--- src/rtl/tcm_receiver_capture_ctrl_if.sv ---
// Framed output stream of the TCM capture controller.
// The master drives data/valid/user/last and the slave drives ready.
interface tcm_receiver_capture_ctrl_if;
    logic [9:0] m_tdata;
    logic       m_tvalid;
    logic       m_tready;
    logic       m_tuser;
    logic       m_tlast;

    modport master (
        output m_tdata, m_tvalid, m_tuser, m_tlast,
        input  m_tready
    );

    modport slave (
        input  m_tdata, m_tvalid, m_tuser, m_tlast,
        output m_tready
    );
endinterface

--- src/rtl/tcm_receiver_capture_ctrl.sv ---
// TCM receiver frame capture controller: turns the tagged word stream into
// fixed-geometry frames, with single-shot arming, length and overflow checks.
module tcm_receiver_capture_ctrl #(
    parameter int PIX_PER_LINE    = 1280,
    parameter int LINES_PER_FRAME = 1024,
    parameter int CW              = 12
) (
    input  logic        clk,
    input  logic        reset,
    input  logic [12:0] wdat,
    input  logic        cfg_enable,
    input  logic        cfg_single,
    input  logic        cfg_arm,
    input  logic        sts_clr,
    tcm_receiver_capture_ctrl_if.master m,
    output logic        sts_busy,
    output logic        sts_done,
    output logic [15:0] sts_frame_cnt,
    output logic        sts_err_len,
    output logic        sts_err_ovf
);
    typedef enum logic [1:0] {IDLE, WAIT_SOF, ACTIVE} state_t;

    localparam logic [CW-1:0] PIX_N     = CW'(PIX_PER_LINE);
    localparam logic [CW-1:0] PIX_LAST  = CW'(PIX_PER_LINE - 1);
    localparam logic [CW-1:0] LINE_LAST = CW'(LINES_PER_FRAME - 1);

    state_t        state;
    logic [CW-1:0] pix;
    logic [CW-1:0] line;
    logic          vld_q;
    logic          arm_q;

    logic vld;
    logic sof;
    logic eol;
    logic stall;
    logic pix_full;
    logic unused_eol;

    assign vld        = wdat[12];
    assign sof        = wdat[11];
    assign unused_eol = wdat[10];
    assign eol        = vld_q & ~vld;
    assign stall      = m.m_tvalid & ~m.m_tready;
    assign pix_full   = (pix == PIX_N);
    assign sts_busy   = (state != IDLE);

    always_ff @(posedge clk or posedge reset) begin
        if (reset) begin
            state         <= IDLE;
            pix           <= '0;
            line          <= '0;
            vld_q         <= 1'b0;
            arm_q         <= 1'b0;
            m.m_tdata     <= '0;
            m.m_tvalid    <= 1'b0;
            m.m_tuser     <= 1'b0;
            m.m_tlast     <= 1'b0;
            sts_done      <= 1'b0;
            sts_frame_cnt <= '0;
            sts_err_len   <= 1'b0;
            sts_err_ovf   <= 1'b0;
        end else begin
            vld_q    <= vld;
            sts_done <= 1'b0;
            if (cfg_arm)
                arm_q <= 1'b1;
            if (m.m_tready)
                m.m_tvalid <= 1'b0;
            // clear first so a same-cycle set below wins
            if (sts_clr) begin
                sts_err_len <= 1'b0;
                sts_err_ovf <= 1'b0;
            end
            unique case (state)
                IDLE: begin
                    if (cfg_enable && (!cfg_single || arm_q)) begin
                        state <= WAIT_SOF;
                        arm_q <= 1'b0;
                    end
                end
                WAIT_SOF: begin
                    if (!cfg_enable) begin
                        state <= IDLE;
                    end else if (vld && sof) begin
                        if (stall) begin
                            sts_err_ovf <= 1'b1;
                        end else begin
                            m.m_tdata  <= wdat[9:0];
                            m.m_tvalid <= 1'b1;
                            m.m_tuser  <= 1'b1;
                            m.m_tlast  <= 1'b0;
                            pix        <= CW'(1);
                            line       <= '0;
                            state      <= ACTIVE;
                        end
                    end
                end
                ACTIVE: begin
                    if (vld) begin
                        if (stall && (sof || !pix_full)) begin
                            sts_err_ovf <= 1'b1;
                            state       <= WAIT_SOF;
                            arm_q       <= 1'b0;
                        end else if (sof) begin
                            // premature SOF restarts the frame in place
                            sts_err_len <= 1'b1;
                            m.m_tdata   <= wdat[9:0];
                            m.m_tvalid  <= 1'b1;
                            m.m_tuser   <= 1'b1;
                            m.m_tlast   <= 1'b0;
                            pix         <= CW'(1);
                            line        <= '0;
                        end else if (pix_full) begin
                            sts_err_len <= 1'b1;
                        end else begin
                            m.m_tdata  <= wdat[9:0];
                            m.m_tvalid <= 1'b1;
                            m.m_tuser  <= 1'b0;
                            m.m_tlast  <= (pix == PIX_LAST);
                            pix        <= pix + CW'(1);
                        end
                    end else if (eol) begin
                        if (!pix_full)
                            sts_err_len <= 1'b1;
                        pix <= '0;
                        if (line == LINE_LAST) begin
                            line          <= '0;
                            sts_done      <= 1'b1;
                            sts_frame_cnt <= sts_frame_cnt + 16'd1;
                            if (cfg_enable && !cfg_single) begin
                                state <= WAIT_SOF;
                                arm_q <= 1'b0;
                            end else begin
                                state <= IDLE;
                            end
                        end else begin
                            line <= line + CW'(1);
                        end
                    end
                end
                default: state <= IDLE;
            endcase
        end
    end
endmodule
--- src/flat_wrapper.sv ---
// flat-port wrapper written by rule: the top's interface ports become plain ports
module tcm_receiver_capture_ctrl_flat 
#(
    parameter int PIX_PER_LINE    = 1280,
    parameter int LINES_PER_FRAME = 1024,
    parameter int CW              = 12
)
  (clk, reset, wdat, cfg_enable, cfg_single, cfg_arm, sts_clr, sts_busy, sts_done, sts_frame_cnt, sts_err_len, sts_err_ovf, m_m_tdata, m_m_tvalid, m_m_tuser, m_m_tlast, m_m_tready);
  tcm_receiver_capture_ctrl_if m_i ();
  input  logic clk;
  input  logic reset;
  input  logic [12:0] wdat;
  input  logic cfg_enable;
  input  logic cfg_single;
  input  logic cfg_arm;
  input  logic sts_clr;
  output logic sts_busy;
  output logic sts_done;
  output logic [15:0] sts_frame_cnt;
  output logic sts_err_len;
  output logic sts_err_ovf;
  output wire logic [$bits(m_i.m_tdata)-1:0] m_m_tdata;
  output wire logic [$bits(m_i.m_tvalid)-1:0] m_m_tvalid;
  output wire logic [$bits(m_i.m_tuser)-1:0] m_m_tuser;
  output wire logic [$bits(m_i.m_tlast)-1:0] m_m_tlast;
  input wire logic [$bits(m_i.m_tready)-1:0] m_m_tready;
  assign m_m_tdata = m_i.m_tdata;
  assign m_m_tvalid = m_i.m_tvalid;
  assign m_m_tuser = m_i.m_tuser;
  assign m_m_tlast = m_i.m_tlast;
  assign m_i.m_tready = m_m_tready;
  tcm_receiver_capture_ctrl #(.PIX_PER_LINE(PIX_PER_LINE), .LINES_PER_FRAME(LINES_PER_FRAME), .CW(CW)) u_core (.clk(clk), .reset(reset), .wdat(wdat), .cfg_enable(cfg_enable), .cfg_single(cfg_single), .cfg_arm(cfg_arm), .sts_clr(sts_clr), .m(m_i), .sts_busy(sts_busy), .sts_done(sts_done), .sts_frame_cnt(sts_frame_cnt), .sts_err_len(sts_err_len), .sts_err_ovf(sts_err_ovf));
endmodule
--- config.mk ---
export PLATFORM = sky130hd
export DESIGN_NAME = tcm_receiver_capture_ctrl_flat
export DESIGN_NICKNAME = d
export VERILOG_FILES = /design/src/rtl/tcm_receiver_capture_ctrl_if.sv /design/src/rtl/tcm_receiver_capture_ctrl.sv /design/src/flat_wrapper.sv
export SDC_FILE = /design/constraint.sdc
export NUM_CORES = 1
export LEC_CHECK = 0
export BUFFER_PORTS_ARGS = -buffer_cell sky130_fd_sc_hd__buf_2
export CORE_ASPECT_RATIO = 1.1
export CORE_MARGIN = 5
export CORE_UTILIZATION = 40
export DETAILED_ROUTE_END_ITERATION = 16
export HOLD_SLACK_MARGIN = 0.12
export SLEW_MARGIN = 20
export SYNTH_ARGS = -nofsm -noshare
export SYNTH_HDL_FRONTEND = slang
export SYNTH_SLANG_ARGS = --single-unit
--- constraint.sdc ---
create_clock -name clk -period 2.6 [get_ports clk]
set_clock_uncertainty 0.05 [all_clocks]
set_input_delay 0.26 -clock clk [delete_from_list [all_inputs] [get_ports clk]]
set_output_delay 0.26 -clock clk [all_outputs]
set_load 0.02 [all_outputs]
Yosys cells after proc, flatten, opt, wreduce, memory -nomap -nowiden:

Index checks and enable logic that the tools add are counted.
W data, S select, Z words.

* output and inout port bits: 33
* memories: 0
* bits in latches: 0
* register bits: 60
* bits in writable memories: 0
* input bits: 20
* ROM bits: 0

* reduce and logical (&&, ||, !) cells: 16
* equal/unequal tests: 20
* add/subtract/negate cells: 3
* $mul: 0
* order comparisons: 0
* divide/modulo/power cells: 0
* bitwise logic cells: 4
* shifts and indexed selects: 0
* mux-type cells: 88

Operators with widths (number)
* $mux W12: 16
* $mux W10: 7
* $mux W1: 48
* $pmux W12 S2: 2
* $add A12 B1 Y12 const B: 2
* $eq A12 B11 Y1 const B: 2
* $reduce_and A7 Y1: 3
* $pmux W10 S2: 1
* $add A16 B1 Y16 const B: 1
* $mux W2: 8
* $eq A12 B10 Y1 const B: 1
* $ne A3 B2 Y1 const B: 4
* $ne A3 B3 Y1 const B: 4
* $pmux W1 S2: 5
* $ne A2 B2 Y1 const B: 4
* $pmux W2 S3: 1
* $reduce_and A6 Y1: 1
* $logic_and A1 B1 Y1: 4
* $ne A2 B1 Y1 const B: 2
* $ne A4 B4 Y1 const B: 1
* $reduce_and A4 Y1: 1
* $reduce_bool A2 Y1: 2
* $and A1 B1 Y1: 2
* $eq A2 B1 Y1 const B: 1
* 5 further kinds: 8

Longest topological paths before layout:

Gate-level depths: netlist of the first run.

* word-level depth: 7
* gate-level depth with buffers: 9
* mapped depth without buffers: 7

Least setup slack after synthesis of the first run:

No wires, ideal clock.

* kind: register -> register
* start point: register u_core.state[0]
* end point: register u_core.m.m_tdata[2]
* required time: 2425 ps
* slack: 334 ps
* period minus slack after synthesis: 2266 ps
* stages on the path, launching flop included: 8
* arrival: 2091 ps
* setup time: 125 ps
* buffers on the path: 1
* path through: dfrtp_1 -> inv_1 -> ha_1 -> nor2b_1 -> a31oi_2 -> a2111oi_2 -> buf_4 -> mux2_2

* word-level cells in the longest chain between the ends: 3
* elaborated cells between the ends (all ways): 11
* those cells by class: eq/ne: 8; mux: 1; reduce/logical: 2

RTL lines
* from (decl): RTL line tcm_receiver_capture_ctrl.sv:28 `state_t state;`
* from (signal assigned): RTL line tcm_receiver_capture_ctrl.sv:51 `state <= IDLE;`
* from (signal assigned): RTL line tcm_receiver_capture_ctrl.sv:79 `state <= WAIT_SOF;`
* from (signal assigned): RTL line tcm_receiver_capture_ctrl.sv:85 `state <= IDLE;`
* $eq A2 B2 Y1 or $eq A2 B1 Y1 (tied branches): RTL line tcm_receiver_capture_ctrl.sv:76 `unique case (state)`
* $ne A3 B3 Y1 (no line) (tied with other cells)
* $reduce_and A7 Y1 (no line)
* to (signal assigned): RTL line tcm_receiver_capture_ctrl.sv:90 `m.m_tdata <= wdat[9:0];`
* to (signal assigned): RTL line tcm_receiver_capture_ctrl.sv:109 `m.m_tdata <= wdat[9:0];`
* to (signal assigned): RTL line tcm_receiver_capture_ctrl.sv:118 `m.m_tdata <= wdat[9:0];`
* to (decl): RTL line tcm_receiver_capture_ctrl_if.sv:11 `output m_tdata, m_tvalid, m_tuser, m_tlast,`

Several ways; a longest one is shown, not always the timed one.
A chain may end at the register's enable or synchronous reset.

Final worst setup path of the first run:

* start point: register u_core.state[0]
* end point: register u_core.pix[6]

* word-level cells in the longest chain between the ends: 3
* elaborated cells between the ends (all ways): 11
* those cells by class: eq/ne: 8; mux: 1; reduce/logical: 2

RTL lines
* $eq A2 B2 Y1 or $eq A2 B1 Y1 (tied branches): RTL line tcm_receiver_capture_ctrl.sv:76
* $ne A4 B4 Y1 (no line) (tied with other cells)
* $reduce_and A7 Y1 (no line)
* to (signal assigned): RTL line tcm_receiver_capture_ctrl.sv:122 `pix <= pix + CW'(1);`
* to (decl): RTL line tcm_receiver_capture_ctrl.sv:29 `logic [CW-1:0] pix;`

Several ways; a longest one is shown, not always the timed one.

==> flow_metrics.tcl, run 1 <==
set metrics [dict create \
    status "completed" \
    hpwl_um 4980 \
    p_per_area_nw_per_um2 835 \
    port_buffers 51 \
    max_cap_violations 0 \
    yosys_warnings 0 \
    grt_max_degree 61 \
    holdWs_ns 0.154 \
    p_leak_nw 1.79 \
    syn2layout_area_growth_pct 23.4 \
    cp_common_cell "or3_1" \
    fp.dieW_um 94.8 \
    cp_cell_sequence "inv_1, ha_1, and4b_1, a2bb2oi_1, buf_4, or3_1, or3_1, a21oi_1" \
    postSynthCellCount 312 \
    synth_edf_count 0 \
    clock_tree.buffer_depth 2 \
    cts.htree.levels 3 \
    boundaryPins 53 \
    worstSetupPathType "reg2reg" \
    critPathMaxFanout 11 \
    finalSetupViolCount 0 \
    drv_slew 0 \
    max_slew_margin_pct 50.5 \
    finish.net_count 414 \
    clock_latency_ns 0.34 \
    track_usage_pct 15.8 \
    syn-num-nets 340 \
    max_stage_delay_ns 0.44 \
    postCtsSetupBuffers 0 \
    async_reset_ff_share_pct 100 \
    synth.area.top_cells "dfrtp_1 47%, xnor2_1 5.3%, mux2_2 5.0%, ha_1 3.2%, nand3_1 3.2%" \
    core-area_um2 7830 \
    num_rows 34 \
    cp-start-kind "flip-flop" \
    drt_iter0_markers 108 \
    fin_setup_tns_ns 0 \
    required_ns 2.82 \
    die_area_um2 9780 \
    seq_area_frac_synth_pct 47.5 \
    dr_total_vias 2636 \
    cp-end-kind "flip-flop" \
    drive_gt1_share_pct 27.6 \
    gp_congestion 0.817 \
    min_path_type "in2reg" \
    clock.fmax_mhz 417 \
    mappedNetlistArea_um2 3160 \
    diodes 0 \
    seqCellArea_um2 1500 \
    cts-resized-gates 0 \
    clock_sinks 60 \
    drcViolationCount 0 \
    routed_via_density 5.28 \
    clk_pin_slew_ns 0.07 \
    period_share_pct 92.3 \
    hold_viol 0 \
    yosysUniqueCellTypes 53 \
    mostFrequentLayoutCells "60 x dfrtp_1, 51 x buf_2, 24 x nand2_1" \
    antenna_left 0 \
    postCtsHoldBufs 13 \
    worst_pin_slew_ns 0.742 \
    rsz0062_at_grt "false" \
    cp_slowest_cell "or3_1" \
    drt_pass1_iterations 4 \
    avgSynthCellArea_um2 10.1 \
    synth_top_area_cell "dfrtp_1" \
    antenna_found_initial 0 \
    fin_crit_ns 2.40 \
    start_util_pct 40.4 \
    tritoncts "built" \
    ys.flop_type "dfrtp_1" \
    avgRoutedWirePerCell_um 14.2 \
    cts_root_buf "clkbuf_8" \
    ys_seq_elements 60 \
    grt_overflow_total 0 \
    multi_input_area_um2 1550 \
    grt_pass1_wl_um 12200 \
    fillers 758 \
    fp.dieH_um 103 \
    ir_drop_mv 0.588 \
    worstPathArrival_ns 2.62 \
    grt_pass1_vias 2692 \
    final_common_cell "dfrtp_1" \
    cts_buffers 9 \
    netlist.area_leader.share_pct 47.5 \
    wirelength_um 7070 \
]
-- final timing paths --
| path | startpoint | cells after the start | end | slack [ns] |
|---|---|---|---|---|
| worst max-delay path | u_core.state[0]$_DFFE_PP0P_ | 8 | u_core.pix[6]$_DFFE_PP0P_ | 0.20 |
| worst min-delay path | sts_clr | 3 | u_core.sts_err_len$_DFF_PP0_ | 0.15 |
| worst max register to register | u_core.state[0]$_DFFE_PP0P_ | 8 | u_core.pix[6]$_DFFE_PP0P_ | 0.20 |
| worst min register to register | u_core.sts_frame_cnt[15]$_DFFE_PP0P_ | 1 | u_core.sts_frame_cnt[15]$_DFFE_PP0P_ | 0.42 |
| max in group asynchronous | reset | 4 | u_core.line[8]$_DFFE_PP0P_ | 1.39 |
| min in group asynchronous | reset | 4 | u_core.sts_frame_cnt[4]$_DFFE_PP0P_ | 0.63 |
-- power by group --
group / leakage [nW] / switching (W) / internal (W)
registers: 0.798 / 0.0000910 / 0.00108
clock network: 0.0983 / 0.000384 / 0.000466
logic: 0.893 / 0.000723 / 0.000515
total: 1.79 / 0.00120 / 0.00206
-- cell type report --
class                   instances  area share [%]
multi-input cells             227            39.7
flip-flops and latches         60            38.5
repair buffers                 75            12.0
clock buffers                  10            3.53
well taps                     108            3.46
clock inverters                 6            1.64
inverters                      13            1.25
-- critical path: cells and delay by family (launching register included) --
kind	cells	cell delay [ns]
AOI/OAI and AO/OA	2	0.29
adders and majority gates	1	0.29
buffers and inverters	2	0.26
DFF	1	0.40
and+or+nand+nor	3	1.03
-- kinds of logic after synthesis --
kind of cell / count (synthesis) / synth area share (%)
and+or+nand+nor: 124 / 21.9
buffers and inverters: 25 / 3.56
DFF: 60 / 47.5
muxes: 15 / 5.30
AOI/OAI and AO/OA: 57 / 12.2
adders and majority gates: 8 / 3.17
xor gates and xnor gates: 23 / 6.37
-- routing by layer --
metal	GRT usage (%)	up-vias	wire length (um)
met5	0	-	0
li1	-	1283	-
met4	6.99	0	97
met3	5.21	8	455
met2	26.8	79	3400
met1	18.3	1266	3120
-- cells in the mapped netlist, drive strengths merged, types with 3 or more instances --
library cell and count:
xnor2 19, nand2 24, nor4 8, and3 8, or3 4, xor2 4, and2 4, o31ai 7
mux2 14, a31oi 5, buf 6, clkbuf 6, nand4 6, a21oi 9, nor3 8, o21ai 17
nor2b 5, nor2 17, inv 13, ha 8, nand3 20, a31o 4, nand2b 5, dfrtp 60
or2 3
-- through the flow --
step | util, % | setup slack [ns] | cells | cell area [um2] | power, W
2_1_floorplan | - | 0.334 | 312 | 3160 | 0.00205
3_3_place_gp | 45.6 | 0.301 | 470 | 3570 | 0.00239
3_5_place_dp | 45.6 | 0.237 | 470 | 3570 | 0.00242
4_1_cts | 49.9 | 0.214 | 499 | 3900 | 0.00330
5_1_grt | 49.9 | 0.0536 | 499 | 3900 | 0.00347
6_report | 49.9 | 0.201 | 499 | 3900 | 0.00326
-- state kept, by name (all words and copies together) (netlist names) --
| signal | cells |
|---|---|
| u_core.state | 2 |
| u_core.m.m_tuser | 1 |
| u_core.sts_err_len | 1 |
| u_core.pix | 12 |
| u_core.sts_err_ovf | 1 |
| u_core.sts_frame_cnt | 16 |
| u_core.m.m_tvalid | 1 |
| u_core.sts_done | 1 |
| u_core.m.m_tlast | 1 |
| u_core.arm_q | 1 |
| u_core.line | 12 |
| u_core.vld_q | 1 |
| u_core.m.m_tdata | 10 |
(Power assumes the default switching activity.)
==> run 2, diff against run 1 <==
--- a/config.mk
+++ b/config.mk
@@ -8,7 +8,7 @@
 export BUFFER_PORTS_ARGS = -buffer_cell sky130_fd_sc_hd__buf_2
 export CORE_ASPECT_RATIO = 1.1
 export CORE_MARGIN = 5
-export CORE_UTILIZATION = 40
+export CORE_UTILIZATION = 35
 export DETAILED_ROUTE_END_ITERATION = 16
 export HOLD_SLACK_MARGIN = 0.12
 export SLEW_MARGIN = 20
==> run 2 against run 1 <==
Maximum frequency decreased by 1.5%. Combinational power about the same. Wire length increased by 1.0%. Largest cell class unchanged. Cell count increased by 1.2%. Design area increased by 0.13%. Sequential share of layout area about the same.
==> flow_metrics.tcl, run 2 (same netlist as run 1, synthesis figures left out) <==
set metrics [dict create \
    required_ns 2.77 \
    combPwrFrac_pct 37.7 \
    mostFrequentLayoutCells "60 x dfrtp_1, 51 x buf_2, 24 x nand2_1" \
    gp_congestion 0.827 \
    largest_register_ffs 16 \
    reg.largest.list "u_core.sts_frame_cnt x16, u_core.line x12, u_core.pix x12" \
    antenna_left 0 \
    period_share_pct 93.7 \
    hold_viol 0 \
    switching_power_w 0.00123 \
    clock_tree.buffer_depth 2 \
    track_usage_pct 13.7 \
    drt_pass1_iterations 4 \
    worst_pin_slew_ns 0.755 \
    grt_overflow_total 0 \
    cts_root_buf "clkbuf_8" \
    grt_max_degree 61 \
    critPathMaxFanout 12 \
    grt_pass1_wl_um 12200 \
    postCtsHoldBufs 13 \
    max_flop_register "u_core.sts_frame_cnt" \
    p_per_area_nw_per_um2 836 \
    cp-start-kind "flip-flop" \
    post-route-util_pct 44.3 \
    port_buffers 51 \
    min_path_type "in2reg" \
    drt_iter0_markers 116 \
    num_rows 36 \
    fin_area_um2 3910 \
    fin_crit_ns 2.44 \
    tritoncts "built" \
    holdWs_ns 0.158 \
    clk_pin_slew_ns 0.08 \
    p_clk_share_pct 26.3 \
    cts.htree.levels 3 \
    diodes 0 \
    antenna_found_initial 0 \
    drv_slew 0 \
    avgRoutedWirePerCell_um 14.1 \
    fp.dieH_um 110 \
    die_area_um2 11000 \
    r2r_setup_slack_ns 0.16 \
    syn2layout_area_growth_pct 23.6 \
    worstPathArrival_ns 2.60 \
    core-area_um2 8830 \
    routed_via_density 5.27 \
    final_common_cell "dfrtp_1" \
    rsz0062_at_grt "false" \
    finish.net_count 414 \
    grt_pass1_vias 2631 \
    cts_buffers 9 \
    ir_drop_mv 0.704 \
    max_slew_margin_pct 49.7 \
    p_leak_nw 1.78 \
    seqPwrFrac_pct 36.0 \
    wirelength_um 7140 \
    dr_total_vias 2663 \
    max_cap_violations 0 \
    start_util_pct 35.8 \
    boundaryPins 53 \
    switching_share_pct 37.6 \
    fp.dieW_um 101 \
    status "completed" \
    postCtsSetupBuffers 0 \
    cp-end-kind "flip-flop" \
    drive_gt1_share_pct 27.6 \
    drcViolationCount 0 \
    internal_power_w 0.00204 \
    cts-resized-gates 0 \
    clock_latency_ns 0.34 \
    finalSetupViolCount 0 \
    fin_setup_tns_ns 0 \
    clock_sinks 60 \
    worstSetupPathType "reg2reg" \
    placed_cell_area_um2 3580 \
    hpwl_um 4990 \
    clock.fmax_mhz 411 \
]
## run 2: cell types whose count changed in the layout (fill, tap and decap cells not counted)
cell	delta
clkbuf_8	-1
clkinv_2	-1
clkinv_4	-1
clkinvlp_4	+1
inv_6	+2
## run 2: layout make-up
| type | count | area (um2) |
|---|---|---|
| Tap cell | 114 | 143 |
| Clock buffer | 9 | 124 |
| Inverter | 13 | 48.8 |
| Fill cell | 885 | 4920 |
| Timing Repair Buffer | 75 | 468 |
| Multi-Input combinational cell | 227 | 1550 |
| Clock inverter | 7 | 75.1 |
| Sequential cell | 60 | 1500 |
## run 2: worst paths after layout
kind,from,endpoint,depth (start not counted)
min in group asynchronous,reset,u_core.sts_frame_cnt[6]$_DFFE_PP0P_,4
min reg2reg,u_core.sts_frame_cnt[15]$_DFFE_PP0P_,u_core.sts_frame_cnt[15]$_DFFE_PP0P_,1
max in group asynchronous,reset,u_core.m.m_tdata[5]$_DFFE_PP0P_,4
max reg2reg,u_core.state[0]$_DFFE_PP0P_,u_core.m.m_tdata[7]$_DFFE_PP0P_,7
max,u_core.state[0]$_DFFE_PP0P_,u_core.m.m_tdata[7]$_DFFE_PP0P_,7
min,sts_clr,u_core.sts_err_len$_DFF_PP0_,3
## run 2: stage by stage
stage	std cells	setup slack (ns)	power, W
after floorplan	312	0.334	0.00205
after global placement	476	0.247	0.00239
after detailed placement	476	0.171	0.00242
after CTS	505	0.143	0.00331
after global routing	505	0.00286	0.00348
final	505	0.165	0.00327
## run 2: power by group through the flow
| stage | Clock, W | Combinational (W) | Sequential (W) |
|---|---|---|---|
| floorplan | 0 | 0.000751 | 0.00130 |
| global placement | 0 | 0.00121 | 0.00118 |
| detailed placement | 0 | 0.00123 | 0.00119 |
| CTS | 0.000891 | 0.00124 | 0.00117 |
| global route | 0.000942 | 0.00135 | 0.00119 |
| finish | 0.000861 | 0.00123 | 0.00118 |
## run 2: worst max-delay path, stage by stage, from the launching register on
cell	delay (ns)
dfrtp_1	0.40
inv_1	0.08
ha_1	0.41
nor2b_1	0.24
a31oi_2	0.10
a2111oi_2	0.41
buf_4	0.27
mux2_2	0.35
## run 2: per-layer routing
| layer | vias up | routed length, um | GRT usage, % |
|---|---|---|---|
| met5 | - | 0 | 0 |
| met4 | 0 | 81 | 5.10 |
| met3 | 7 | 453 | 3.81 |
| met2 | 96 | 3400 | 22.9 |
| met1 | 1278 | 3200 | 16.8 |
| li1 | 1282 | - | - |
==> run 3, diff against run 2 <==
--- a/config.mk
+++ b/config.mk
@@ -8,10 +8,10 @@
 export BUFFER_PORTS_ARGS = -buffer_cell sky130_fd_sc_hd__buf_2
 export CORE_ASPECT_RATIO = 1.1
 export CORE_MARGIN = 5
-export CORE_UTILIZATION = 35
+export CORE_UTILIZATION = 25
 export DETAILED_ROUTE_END_ITERATION = 16
 export HOLD_SLACK_MARGIN = 0.12
-export SLEW_MARGIN = 20
+export SLEW_MARGIN = 25
 export SYNTH_ARGS = -nofsm -noshare
 export SYNTH_HDL_FRONTEND = slang
 export SYNTH_SLANG_ARGS = --single-unit
==> run 3 against run 2 <==
Critical endpoint is now u_core.line[10]$_DFFE_PP0P_. Combinational power up 9%. Register-to-register slack improved by 0.08 ns. Non-clock buffer count grew 4.
==> flow_metrics.tcl, run 3 (same netlist as run 1, synthesis figures left out) <==
set metrics [dict create \
    track_usage_pct 10.8 \
    core-area_um2 12500 \
    crit_end "u_core.line[10]$_DFFE_PP0P_" \
    worstPathArrival_ns 2.52 \
    fp.dieH_um 128 \
    critPathMaxFanout 10 \
    syn2layout_area_growth_pct 30.2 \
    grt_pass1_vias 2671 \
    fp.dieW_um 117 \
    worstSetupPathType "reg2reg" \
    required_ns 2.77 \
    r2r_setup_slack_ns 0.25 \
    avgRoutedWirePerCell_um 13.7 \
    path_delay_family "simple AND/OR/NAND/NOR gates" \
    wirelength_um 7550 \
    ir_drop_mv 0.568 \
    final_common_cell "dfrtp_1" \
    cp_num_buf_inv 2 \
    rr_startpoint "u_core.state[0]$_DFFE_PP0P_" \
    drive_gt1_share_pct 28.9 \
    max_flop_register "u_core.sts_frame_cnt" \
    drcViolationCount 0 \
    fillers 1284 \
    cp_cell_sequence "inv_1, ha_1, nor2b_1, a31oi_2, buf_4, a31o_2, or2_2, o41ai_1" \
    antenna_left 0 \
    cts_root_buf "clkbuf_16" \
    largest_register_ffs 16 \
    cp_slowest_cell "or2_2" \
    timing.critical_path.from "u_core.state[0]$_DFFE_PP0P_" \
    holdWs_ns 0.170 \
    p_total_w 0.00368 \
    drt_pass1_iterations 4 \
    hpwl_um 5420 \
    reg2regPathDepth 8 \
    cts.htree.levels 3 \
    status "completed" \
    gp_congestion 0.840 \
    worst_pin_slew_ns 0.725 \
    reg2reg_to "u_core.line[10]$_DFFE_PP0P_" \
    drt_iter0_markers 137 \
    grt_overflow_total 0 \
    routed_via_density 4.75 \
    p_leak_nw 1.85 \
    max_slew_margin_pct 51.6 \
    tritoncts "built" \
    boundaryPins 53 \
    hold_viol 0 \
    period_share_pct 90.5 \
    num_rows 43 \
    mostFrequentLayoutCells "60 x dfrtp_1, 51 x buf_2, 24 x nand2_1" \
    clock_latency_ns 0.33 \
    worstSetupPathDepth 8 \
    grt_pass1_wl_um 12800 \
    clock_sinks 60 \
    p_per_area_nw_per_um2 894 \
    post-route-util_pct 33.0 \
    drv_slew 0 \
    finalSetupViolCount 0 \
    diodes 0 \
    grt_max_degree 42 \
    start_util_pct 25.3 \
    finish.net_count 418 \
    fin_crit_ns 2.35 \
    rsz0062_at_grt "false" \
    die_area_um2 15000 \
    cts_buffers 9 \
    fin_setup_tns_ns 0 \
    max_stage_delay_ns 0.40 \
    port_buffers 51 \
    cp-start-kind "flip-flop" \
    clock_tree.buffer_depth 2 \
    cp-end-kind "flip-flop" \
    clk_pin_slew_ns 0.05 \
    max_cap_violations 0 \
    antenna_found_initial 0 \
    dr_total_vias 2621 \
    clock.fmax_mhz 425 \
    reg.largest.list "u_core.sts_frame_cnt x16, u_core.line x12, u_core.pix x12" \
    min_path_type "in2reg" \
]
[run 3: cell count changes in the layout (fill, tap and decap cells not counted)]
cell,change
a2111oi_2,-1
a2111oi_4,+1
buf_12,+1
buf_4,+3
clkbuf_16,+9
clkbuf_8,-9
clkinv_2,+3
ha_1,-1
ha_2,+1
inv_2,-1
inv_6,-2
nor2b_1,-1
nor2b_2,+1
[run 3: worst min path at each step]
| stage | start | endpoint | slack (ns) | cells after the start |
|---|---|---|---|---|
| 2_1_floorplan | wdat[12] | u_core.vld_q$_DFF_PP0_ | 0.24 | 0 |
| 3_3_place_gp | u_core.sts_frame_cnt[15]$_DFFE_PP0P_ | u_core.sts_frame_cnt[15]$_DFFE_PP0P_ | 0.41 | 1 |
| 3_5_place_dp | u_core.sts_frame_cnt[15]$_DFFE_PP0P_ | u_core.sts_frame_cnt[15]$_DFFE_PP0P_ | 0.41 | 1 |
| 4_1_cts | sts_clr | u_core.sts_err_len$_DFF_PP0_ | 0.17 | 3 |
| 5_1_grt | sts_clr | u_core.sts_err_len$_DFF_PP0_ | 0.18 | 3 |
| 6_report | sts_clr | u_core.sts_err_len$_DFF_PP0_ | 0.17 | 3 |
[run 3: per-layer routing]
layer / vias up / share of wire [%] / global-route usage, %
met1: 1266 / 44 / 13.5
met5: - / 0 / 0
met3: 9 / 6.5 / 4.67
li1: 1285 / - / -
met4: 0 / 1.1 / 2.77
met2: 61 / 49 / 17.1
[run 3: metrics by stage]
step,cells,area [um2],setup slack [ns]
finish,552,4120,0.248
global route,552,4120,0.0470
CTS,551,4090,0.0373
detailed placement,522,3670,0.0473
global placement,522,3670,0.133
floorplan,312,3160,0.334
[run 3: tightest hold or removal path: cells and delay by family]
kind	cells	cell delay (ns)
AOI/OAI and AO/OA	1	0.10
buffers and inverters	2	0.15
[run 3: final cells by class]
cell class                      count  area, um2  share of cell area [%]
Inverter                           13       50.0                    1.22
Tap cell                          157        196                    4.77
Sequential cell                    60       1500                    36.5
Clock inverter                      7       67.6                    1.64
Timing Repair Buffer               79        510                    12.4
Multi-Input combinational cell    227       1570                    38.0
Clock buffer                        9        225                    5.47
[run 3: power breakdown]
group	total, W	leakage [nW]	internal (W)	switching, W
sequential	0.00117	0.798	0.00108	0.0000919
clock	0.00117	0.137	0.000735	0.000434
combinational	0.00134	0.915	0.000591	0.000748
total	0.00368	1.85	0.00241	0.00127
[run 3: timing repair]
item,in CTS,in global routing
endpoints found under the setup margin,0,27
hold buffers,13,0
gates resized for setup,0,2
hold endpoints to repair,27,0
setup buffers,0,1
